==> src/rtl/alu_sched_pkg.sv <==
// Shared types and constants for the two-requester ALU scheduler.
package alu_sched_pkg;

    localparam int ALU_OPW = 3;
    localparam int ALU_RW  = ALU_OPW + 1;

    typedef enum logic [1:0] {
        IDLE    = 2'd0,
        ISSUE   = 2'd1,
        CAPTURE = 2'd2,
        RESPOND = 2'd3
    } state_e;

    localparam logic [1:0] OP_ADD  = 2'b00;
    localparam logic [1:0] OP_SUB  = 2'b01;
    localparam logic [1:0] OP_EQ   = 2'b10;
    localparam logic [1:0] OP_HALF = 2'b11;

endpackage

==> src/rtl/alu_sched_rr_arb.sv <==
// Combinational two-way round-robin arbiter; last_grant is the index served most recently.
module alu_sched_rr_arb (
    input  logic [1:0] req,
    input  logic       last_grant,
    output logic [1:0] gnt
);

    always_comb begin
        gnt = req;
        // On a tie the requester that was not served last wins.
        if (req == 2'b11) gnt = last_grant ? 2'b01 : 2'b10;
    end

endmodule

==> src/rtl/alu_scheduler.sv <==
// Shares one external combinational ALU between two clients: accept, issue, capture, respond.
// Define ALU_SCHED_CNT_EN to add per-requester saturating completion counters.
module alu_scheduler
    import alu_sched_pkg::*;
#(
    parameter int OPW   = ALU_OPW,
    parameter int RW    = ALU_RW,
    parameter int CNT_W = 8
) (
    input  logic             clk,
    input  logic             rst,
    input  logic [1:0]       req_valid,
    output logic [1:0]       req_ready,
    input  logic [3:0]       req_op,
    input  logic [2*OPW-1:0] req_a,
    input  logic [2*OPW-1:0] req_b,
    output logic [1:0]       rsp_valid,
    input  logic [1:0]       rsp_ready,
    output logic [RW-1:0]    rsp_q,
    output logic [1:0]       alu_sel,
    output logic [OPW-1:0]   alu_a,
    output logic [OPW-1:0]   alu_b,
    input  logic [RW-1:0]    alu_q,
`ifdef ALU_SCHED_CNT_EN
    output logic [CNT_W-1:0] done_cnt0,
    output logic [CNT_W-1:0] done_cnt1,
`endif
    output logic             busy
);

    state_e           state_q, state_d;
    logic             g_q, g_d;
    logic             last_q, last_d;
    logic [1:0]       sel_q, sel_d;
    logic [OPW-1:0]   a_q, a_d, b_q, b_d;
    logic [RW-1:0]    res_q, res_d;
    logic [1:0]       gnt;
    logic             gidx;
    logic [1:0]       win_op;
    logic             rsp_hs;

    alu_sched_rr_arb u_arb (
        .req        (req_valid),
        .last_grant (last_q),
        .gnt        (gnt)
    );

    assign gidx   = gnt[1];
    assign win_op = gidx ? req_op[3:2] : req_op[1:0];
    assign rsp_hs = (state_q == RESPOND) && rsp_ready[g_q];

    always_comb begin
        state_d = state_q;
        g_d     = g_q;
        last_d  = last_q;
        sel_d   = sel_q;
        a_d     = a_q;
        b_d     = b_q;
        res_d   = res_q;
        case (state_q)
            IDLE: if (|req_valid) begin
                state_d = ISSUE;
                g_d     = gidx;
                sel_d   = win_op;
                a_d     = gidx ? req_a[2*OPW-1:OPW] : req_a[OPW-1:0];
                b_d     = gidx ? req_b[2*OPW-1:OPW] : req_b[OPW-1:0];
                // Halve is unary; present a clean zero on the unused operand.
                if (win_op == OP_HALF) b_d = '0;
            end
            ISSUE:   state_d = CAPTURE;
            CAPTURE: begin
                res_d   = alu_q;
                state_d = RESPOND;
            end
            RESPOND: if (rsp_hs) begin
                last_d  = g_q;
                state_d = IDLE;
            end
            default: state_d = IDLE;
        endcase
    end

    always_ff @(posedge clk or posedge rst) begin
        if (rst) begin
            state_q <= IDLE;
            g_q     <= 1'b0;
            last_q  <= 1'b1;
            sel_q   <= '0;
            a_q     <= '0;
            b_q     <= '0;
            res_q   <= '0;
        end else begin
            state_q <= state_d;
            g_q     <= g_d;
            last_q  <= last_d;
            sel_q   <= sel_d;
            a_q     <= a_d;
            b_q     <= b_d;
            res_q   <= res_d;
        end
    end

    assign req_ready = (state_q == IDLE) ? gnt : 2'b00;
    assign rsp_valid = (state_q == RESPOND) ? (g_q ? 2'b10 : 2'b01) : 2'b00;
    assign rsp_q     = res_q;
    assign alu_sel   = sel_q;
    assign alu_a     = a_q;
    assign alu_b     = b_q;
    assign busy      = (state_q != IDLE);

`ifdef ALU_SCHED_CNT_EN
    logic [CNT_W-1:0] cnt0_q, cnt1_q;

    always_ff @(posedge clk or posedge rst) begin
        if (rst) begin
            cnt0_q <= '0;
            cnt1_q <= '0;
        end else if (rsp_hs) begin
            if (!g_q && cnt0_q != {CNT_W{1'b1}}) cnt0_q <= cnt0_q + 1'b1;
            if (g_q && cnt1_q != {CNT_W{1'b1}})  cnt1_q <= cnt1_q + 1'b1;
        end
    end

    assign done_cnt0 = cnt0_q;
    assign done_cnt1 = cnt1_q;
`endif

endmodule

==> config.mk <==
export PLATFORM = sky130hd
export DESIGN_NAME = alu_scheduler
export DESIGN_NICKNAME = d
export VERILOG_FILES = /design/src/rtl/alu_sched_pkg.sv /design/src/rtl/alu_sched_rr_arb.sv /design/src/rtl/alu_scheduler.sv
export SDC_FILE = /design/constraint.sdc
export NUM_CORES = 1
export LEC_CHECK = 0
export BUFFER_PORTS_ARGS = -buffer_cell sky130_fd_sc_hd__buf_2
export CAP_MARGIN = 25
export CORE_MARGIN = 4
export CORE_UTILIZATION = 43
export CTS_CLUSTER_SIZE = 16
export DETAILED_ROUTE_END_ITERATION = 12
export GPL_ROUTABILITY_DRIVEN = 0
export GPL_TIMING_DRIVEN = 0
export HOLD_SLACK_MARGIN = 0.06
export PLACE_DENSITY_LB_ADDON = 0.05
export RECOVER_POWER = 50
export REMOVE_ABC_BUFFERS = 1
export SLEW_MARGIN = 5
export SYNTH_ARGS = -nofsm -noshare
export SYNTH_HDL_FRONTEND = slang
export SYNTH_SLANG_ARGS = --single-unit
==> constraint.sdc <==
create_clock -name clk -period 1.9 [get_ports clk]
set_input_delay 0.19 -clock clk [delete_from_list [all_inputs] [get_ports clk]]
set_output_delay 0.19 -clock clk [all_outputs]
set_load 0.02 [all_outputs]
==> results of run 1 <==
## what timing repair did
| action | 4_1_cts | 5_1_grt |
|---|---|---|
| setup endpoints to repair | 0 | 0 |
| hold buffers | 1 | 0 |
| endpoints found under the hold margin | 15 | 0 |
## layout make-up
cell class,count,area (sq um)
inverters,5,18.8
well taps,25,31.3
multi-input cells,53,384
repair buffers,43,211
clock buffers,4,36.3
flip-flops and latches,16,402
fillers,177,681
## report_power, final
group | leakage [nW] | total (mW) | internal (mW) | switching [mW]
Sequential | 0.192 | 0.617 | 0.518 | 0.0987
Clock | 0.0210 | 0.226 | 0.117 | 0.109
Combinational | 0.359 | 0.851 | 0.334 | 0.517
## worst min path at each step
stage,startpoint,end,slack (ns),cells after the start
floorplan,rst,alu_a[0],0.10,1
global placement,rst,rsp_q[0],0.29,2
detailed placement,rst,rsp_q[0],0.30,2
CTS,alu_q[0],rsp_q[0],0.12,2
global route,alu_q[2],rsp_q[2],0.12,2
finish,alu_q[0],rsp_q[0],0.13,2
## flip-flops by register name (all words and copies together), names as in the netlist
name and cells:
alu_b 3, alu_sel 2, rsp_q 4, alu_a 3
last_q 1, state_q 2, g_q 1
## metrics by stage
step                cells  util [%]
finish                146      61.4
global route          146      61.4
CTS                   146      61.9
detailed placement    141      59.3
global placement      141      59.3
floorplan              74         -
## cells by family (layout without fill, tap and decap cells)
family | Yosys count | after routing | share of synthesized area, %
buffers and inverters | 7 | 52 | 4.27
AOI/OAI and AO/OA | 17 | 17 | 14.3
and+or+nand+nor | 19 | 19 | 9.76
adders and majority gates | 4 | 4 | 6.10
DFF | 16 | 16 | 48.9
muxes | 13 | 13 | 16.6
## synth_stat cells
cell	count
inv_1	5
ha_1	4
o21ai_0	5
o32ai_1	3
nand2_1	11
a22oi_1	1
a21bo_1	1
nor3_1	1
mux2i_1	8
o21ai_2	1
dfstp_2	1
and2_1	1
buf_6	1
dfrtp_1	15
o31ai_1	3
nor2_1	4
mux2_2	5
a21oi_1	2
a21o_1	1
nor2b_1	2
buf_2	1
## metal layers
metal	GRT usage, %	wire (um)
met2	21.6	772
met5	0	0
met1	17.6	793
met4	6.55	35
met3	3.72	126
==> flow_metrics.env, run 1 <==
export IMPL_synthCells=76
export IMPL_p_total_mw=1.69
export IMPL_fin_hold_ws_ns=0.131
export IMPL_endpoint_kind="output port"
export IMPL_cts_root_buf="clkbuf_4"
export IMPL_die_area_sq_mm=0.00267
export IMPL_start_util_pct=46.5
export IMPL_ir_drop_uv=871
export IMPL_cp_startpoint="last_q"
export IMPL_worstPathArrival_ns=1.51
export IMPL_crit_required_ns=1.71
export IMPL_htree_num_levels=1
export IMPL_viasPerCell=4.83
export IMPL_clk_path_buf_depth=2
export IMPL_dp_hpwl_um=1380
export IMPL_grt_pass1_vias=616
export IMPL_drive_above_1_share_pct=38.0
export IMPL_powerDensity_mw_per_mm2=1560
export IMPL_cts_made_buffers=3
export IMPL_min_path_type="input port to flip-flop"
export IMPL_post_cts_buffers=0
export IMPL_timing_slew_headroom_pct=58.8
export IMPL_grt_usage_pct=13.8
export IMPL_path_max_fanout=10
export IMPL_final_setup_viol_count=0
export IMPL_clk_pin_slew_ns=0.10
export IMPL_grt_pass1_wl_um=2730
export IMPL_period_share_pct=89.6
export IMPL_core_rowCount=15
export IMPL_drc=0
export IMPL_die_y_um=51.7
export IMPL_overflow=0
export IMPL_post_drt_wl_per_cell_um=11.8
export IMPL_reg2reg_to="alu_b[2]"
export IMPL_ant_nets=0
export IMPL_fin_nets=152
export IMPL_dr_pass1_iters=2
export IMPL_crit_end="req_ready[1]"
export IMPL_syn_to_final_growth_pct=32.0
export IMPL_num_vias=705
export IMPL_clock_skew_final_ns=0.00475
export IMPL_max_cap_violations=0
export IMPL_cp_start_kind="flip-flop"
export IMPL_grt_max_degree=18
export IMPL_period_minus_slack_ns=1.70
export IMPL_cp_depth=3
export IMPL_mostFrequentLayoutCells="buf_2, dfrtp_1, nand2_1"
export IMPL_cts_tree="done"
export IMPL_path_cells="a21bo_1 > nor2_1 > buf_2"
export IMPL_antenna_found_initial=0
export IMPL_timing_fmax_mhz=588
export IMPL_setup_ws_ns=0.198
export IMPL_synth_seq_cells=16
export IMPL_worstRegToRegCells=3
export IMPL_drv_slew=0
export IMPL_die_w_um=51.7
export IMPL_core_area_sq_mm=0.00176
export IMPL_worst_slew_pin_slew_ns=0.617
export IMPL_avgSynthCellArea_sq_um=10.8
export IMPL_pre_cts_ws_ns=0.349
export IMPL_ys_warn_count=0
export IMPL_clock_sinks=16
export IMPL_synth_area_leaders="dfrtp_1, mux2i_1, mux2_2"
export IMPL_crit_buf_inv=1
export IMPL_worstReg2RegStart="last_q"
export IMPL_synth_area_leader_cell="dfrtp_1"
export IMPL_diodes=0
export IMPL_syn_cell_area_sq_um=821
export IMPL_finalSetupTns_ns=0
export IMPL_drtIter0Drc=6
export IMPL_placed_cell_area_sq_mm=0.00105
export IMPL_rsz0062_at_grt="false"
export IMPL_final_hold_violation_count=0
export IMPL_routed_wl_um=1730
export IMPL_cts_resized=0
export IMPL_layout_commonest_cell="buf_2"
export IMPL_criticalPathCategory="flip-flop to output port"
export IMPL_r2r_slack_ns=0.36
export IMPL_status="complete, no violations"
export IMPL_cpMaxStageDelayCell="dfstp_2"
export IMPL_critPathMaxStageDelay_ns=0.56
export IMPL_power_leakage_nw=0.572
export IMPL_io_buffers=42
export IMPL_yosysTopAreaCellShare_pct=45.7
export IMPL_yosysUniqueCellTypes=21
export IMPL_stdcell_area_sq_mm=0.00108
export IMPL_num_io_pins=43
export IMPL_path_delay_family="flip-flops"
export IMPL_synth_seq_area_share_pct=48.9
export IMPL_clock_latency_ns=0.29
No activity file was read; power rests on OpenSTA's default activity.
==> run 2, diff against run 1 <==
Settings changed: CORE_MARGIN 4 to not set, CORE_UTILIZATION 43 to 38.
==> flow_metrics.env, run 2 (same netlist as run 1, synthesis figures left out) <==
export IMPL_status="complete, no violations"
export IMPL_syn_to_final_growth_pct=32.3
export IMPL_clock_latency_ns=0.28
export IMPL_num_io_pins=43
export IMPL_io_buffers=42
export IMPL_routed_wl_um=1500
export IMPL_drtIter0Drc=2
export IMPL_layout_commonest_cell="buf_2"
export IMPL_viasPerCell=4.70
export IMPL_power_leakage_nw=0.573
export IMPL_timing_fmax_mhz=596
export IMPL_htree_num_levels=1
export IMPL_core_rowCount=16
export IMPL_drv_slew=0
export IMPL_grt_pass1_vias=640
export IMPL_final_setup_viol_count=0
export IMPL_antenna_found_initial=0
export IMPL_grt_max_degree=18
export IMPL_clock_sinks=16
export IMPL_die_y_um=48.5
export IMPL_start_util_pct=41.0
export IMPL_rsz0062_at_grt="false"
export IMPL_dp_hpwl_um=1210
export IMPL_setup_ws_ns=0.222
export IMPL_endpoint_kind="output port"
export IMPL_diodes=0
export IMPL_largest_reg_flops=4
export IMPL_clk_path_buf_depth=2
export IMPL_fin_hold_ws_ns=0.137
export IMPL_min_path_type="input port to flip-flop"
export IMPL_hold_depth=2
export IMPL_cp_start_kind="flip-flop"
export IMPL_overflow=0
export IMPL_clock_skew_final_ns=0.00385
export IMPL_period_minus_slack_ns=1.68
export IMPL_crit_buf_inv=1
export IMPL_num_vias=695
export IMPL_path_delay_family="flip-flops"
export IMPL_fin_nets=152
export IMPL_cts_root_buf="clkbuf_4"
export IMPL_dr_pass1_iters=3
export IMPL_criticalPathCategory="flip-flop to output port"
export IMPL_timing_slew_headroom_pct=60.2
export IMPL_cts_tree="done"
export IMPL_crit_required_ns=1.71
export IMPL_worst_slew_pin_slew_ns=0.596
export IMPL_final_hold_violation_count=0
export IMPL_grt_usage_pct=14.3
export IMPL_path_cells="a21bo_1 > nor2_1 > buf_2"
export IMPL_final_util_pct=54.3
export IMPL_cts_resized=0
export IMPL_cpMaxStageDelayCell="dfstp_2"
export IMPL_finalSetupTns_ns=0
export IMPL_powerDensity_mw_per_mm2=1540
export IMPL_drive_above_1_share_pct=38.0
export IMPL_ir_drop_uv=822
export IMPL_period_share_pct=88.3
export IMPL_critPathMaxStageDelay_ns=0.56
export IMPL_core_area_sq_mm=0.00200
export IMPL_clk_pin_slew_ns=0.09
export IMPL_cp_depth=3
export IMPL_die_w_um=48.5
export IMPL_max_cap_violations=0
export IMPL_worstPathArrival_ns=1.49
export IMPL_drc=0
export IMPL_grt_pass1_wl_um=2600
export IMPL_ant_nets=0
export IMPL_cts_made_buffers=3
export IMPL_die_area_sq_mm=0.00235
export IMPL_path_max_fanout=10
export IMPL_post_drt_wl_per_cell_um=10.1
export IMPL_mostFrequentLayoutCells="buf_2, dfrtp_1, nand2_1"
export IMPL_pre_cts_ws_ns=0.365
export IMPL_worstRegToRegCells=3
[run 2: cell counts in the layout (fill, tap and decap cells not counted)]
No cell type changed its count.
[run 2: metal layers]
| metal | track usage (%) | vias to the layer above | wire [um] |
|---|---|---|---|
| met2 | 23.7 | 31 | 654 |
| met5 | 0 | - | 0 |
| li1 | - | 357 | - |
| met3 | 3.46 | 2 | 125 |
| met4 | 5.88 | 0 | 5 |
| met1 | 18.0 | 305 | 712 |
[run 2: cell type report]
cell class              instances  area (sq um)
well taps                      27          33.8
fillers                       200           916
flip-flops and latches         16           402
multi-input cells              53           384
inverters                       5          18.8
clock buffers                   4          36.3
repair buffers                 43           211
[run 2: power breakdown]
| group | switching (mW) | internal [mW] | total, mW |
|---|---|---|---|
| Sequential | 0.0986 | 0.518 | 0.617 |
| Clock | 0.102 | 0.117 | 0.219 |
| Combinational | 0.501 | 0.334 | 0.835 |
| Total | 0.702 | 0.969 | 1.67 |
[run 2: per-stage QoR]
step	area, sq um	power [mW]	cells
after global routing	1090	1.83	148
after floorplan	805	1.23	74
after CTS	1090	1.72	148
after detailed placement	1050	1.49	143
final	1090	1.67	148
after global placement	1050	1.48	143
[run 2: path summary, 6_finish.rpt]
| path | from | endpoint | slack (ns) |
|---|---|---|---|
| setup / recovery | last_q | req_ready[1] | 0.22 |
| hold reg to reg | alu_b[0] | alu_b[0] | 0.48 |
| setup reg to reg | last_q | alu_b[1] | 0.40 |
| min in group asynchronous | rst | alu_a[1] | 0.51 |
| max in group asynchronous | rst | state_q[1] | 1.00 |
| hold / removal | alu_q[0] | rsp_q[0] | 0.14 |
[run 2: repair_timing]
action	4_1_cts	5_1_grt
endpoints found under the setup margin	0	0
endpoints found under the hold margin	15	0
hold buffers	1	0
setup buffers	0	0
==> run 3, diff against run 2 <==
Settings changed: ABC_AREA set to 1, CAP_MARGIN 25 to not set.
==> flow_metrics.env, run 3 <==
export IMPL_status="complete, no violations"
export IMPL_mostFrequentLayoutCells="nand2_1, buf_2, dfrtp_1"
export IMPL_cts_root_buf="clkbuf_4"
export IMPL_syn_to_final_growth_pct=30.2
export IMPL_synth_area_leader_cell="dfrtp_1"
export IMPL_viasPerCell=4.58
export IMPL_endpoint_kind="output port"
export IMPL_dr_pass1_iters=4
export IMPL_clk_path_buf_depth=2
export IMPL_cts_made_buffers=3
export IMPL_clock_latency_ns=0.29
export IMPL_drv_slew=0
export IMPL_num_vias=834
export IMPL_grt_pass1_wl_um=3140
export IMPL_diodes=0
export IMPL_finalSetupTns_ns=0
export IMPL_synth_seq_cells=16
export IMPL_final_setup_viol_count=0
export IMPL_drive_above_1_share_pct=29.7
export IMPL_r2r_slack_ns=0.51
export IMPL_dp_hpwl_um=1450
export IMPL_ys_warn_count=0
export IMPL_crit_path_frequent_cell="inv_1"
export IMPL_crit_required_ns=1.71
export IMPL_drc=0
export IMPL_path_max_fanout=4
export IMPL_core_rowCount=16
export IMPL_period_minus_slack_ns=1.60
export IMPL_routed_wl_um=1870
export IMPL_post_cts_buffers=0
export IMPL_synth_commonest_cells="nand2_1, dfrtp_1, inv_1"
export IMPL_p_total_mw=1.72
export IMPL_antenna_found_initial=0
export IMPL_path_cells="inv_1 > ha_1 > inv_1 > nor2_1 > buf_2"
export IMPL_grt_max_degree=17
export IMPL_htree_num_levels=1
export IMPL_yosysTopAreaCellShare_pct=43.1
export IMPL_die_y_um=49.9
export IMPL_die_area_sq_mm=0.00249
export IMPL_worstPathArrival_ns=1.41
export IMPL_core_area_sq_mm=0.00206
export IMPL_avgSynthCellArea_sq_um=7.99
export IMPL_worst_slew_pin_slew_ns=0.602
export IMPL_powerDensity_mw_per_mm2=1520
export IMPL_synth_seq_area_share_pct=46.1
export IMPL_timing_slew_headroom_pct=59.8
export IMPL_clock_skew_final_ns=0.0126
export IMPL_path_delay_family="flip-flops"
export IMPL_ant_nets=0
export IMPL_synth_edff_count=0
export IMPL_overflow=0
export IMPL_die_w_um=49.9
export IMPL_criticalPathCategory="flip-flop to output port"
export IMPL_ir_drop_uv=803
export IMPL_grt_pass1_vias=749
export IMPL_layout_commonest_cell="nand2_1"
export IMPL_cp_start_kind="flip-flop"
export IMPL_clk_pin_slew_ns=0.08
export IMPL_period_share_pct=84.4
export IMPL_synth_area_leaders="dfrtp_1, nand2_1, nand3_1"
export IMPL_max_cap_violations=0
export IMPL_yosysUniqueCellTypes=18
export IMPL_rsz0062_at_grt="false"
export IMPL_synthCells=109
export IMPL_stdcell_area_sq_mm=0.00113
export IMPL_critPathMaxStageDelay_ns=0.40
export IMPL_dp_cells=177
export IMPL_min_path_type="input port to flip-flop"
export IMPL_final_hold_violation_count=0
export IMPL_largest_reg_flops=4
export IMPL_start_util_pct=42.2
export IMPL_post_drt_wl_per_cell_um=10.3
export IMPL_fin_cells=182
export IMPL_grt_usage_pct=16.6
export IMPL_fillCellCount=200
export IMPL_ys_flop_type="dfrtp_1"
export IMPL_cpMaxStageDelayCell="dfrtp_1"
export IMPL_cts_tree="done"
export IMPL_timing_fmax_mhz=623
export IMPL_drtIter0Drc=11
export IMPL_yosysMostFrequentCell="nand2_1"
export IMPL_synth_async_reset_ratio_pct=100
export IMPL_crit_buf_inv=3
export IMPL_placed_cell_area_sq_mm=0.00111
export IMPL_fin_nets=186
export IMPL_num_io_pins=43
export IMPL_clock_sinks=16
export IMPL_power_leakage_nw=0.646
export IMPL_io_buffers=42
export IMPL_syn_cell_area_sq_um=871
run 3: timing repair:
action | CTS | global route
setup endpoints to repair | 0 | 0
hold endpoints to repair | 15 | 0
hold buffers | 1 | 0
resized for setup | 0 | 0
run 3: worst register-to-register path, stage by stage (launching register included):
cell	delay, ns
dfrtp_1	0.40
inv_1	0.12
ha_1	0.24
o21ai_2	0.16
inv_2	0.18
nand3_1	0.09
o21a_1	0.11
run 3: worst paths after layout:
check                           start            to  depth (start not counted)
min reg2reg                alu_sel[1]    alu_sel[1]                          2
max reg2reg                state_q[0]      alu_a[2]                          6
min                          alu_q[3]      rsp_q[3]                          2
min in group asynchronous         rst    alu_sel[0]                          3
max in group asynchronous         rst    state_q[0]                          3
max                        state_q[0]  req_ready[1]                          5
run 3: layout make-up:
class / instances / area, sq um / area share (%)
clock buffers: 4 / 26.3 / 2.32
flip-flops and latches: 16 / 402 / 35.4
inverters: 15 / 56.3 / 4.97
well taps: 27 / 33.8 / 2.98
multi-input cells: 77 / 405 / 35.8
repair buffers: 43 / 210 / 18.5
run 3: kinds of logic after synthesis:
| logic type | count (synthesis) | synth area share [%] |
|---|---|---|
| AO/OA/AOI/OAI | 9 | 6.75 |
| adder cells (fa/ha/maj) | 4 | 5.75 |
| buffers and inverters | 16 | 7.33 |
| flip-flops | 16 | 46.1 |
| multiplexers | 4 | 5.17 |
| AND/OR/NAND/NOR | 60 | 28.9 |
run 3: power breakdown:
part / switching, mW / internal (mW) / total, mW
Clock: 0.103 / 0.0814 / 0.185
Sequential: 0.0971 / 0.521 / 0.618
Combinational: 0.583 / 0.334 / 0.917
run 3: layer usage:
layer  vias up  part of all wire, %  global-route usage (%)
li1        432                    -                       -
met1       366                   47                    22.2
met2        32                   45                    26.1
met3         4                  6.5                    3.09
met4         0                 0.64                    7.14
met5         -                    0                       0
run 3: stage by stage:
stage               util, %  setup slack [ns]  hold slack, ns
finish                 55.0             0.296           0.143
global route           55.0             0.145           0.137
CTS                    55.5             0.288           0.136
detailed placement     53.7             0.501           0.289
global placement       53.7             0.528           0.289
floorplan                 -             0.508           0.103
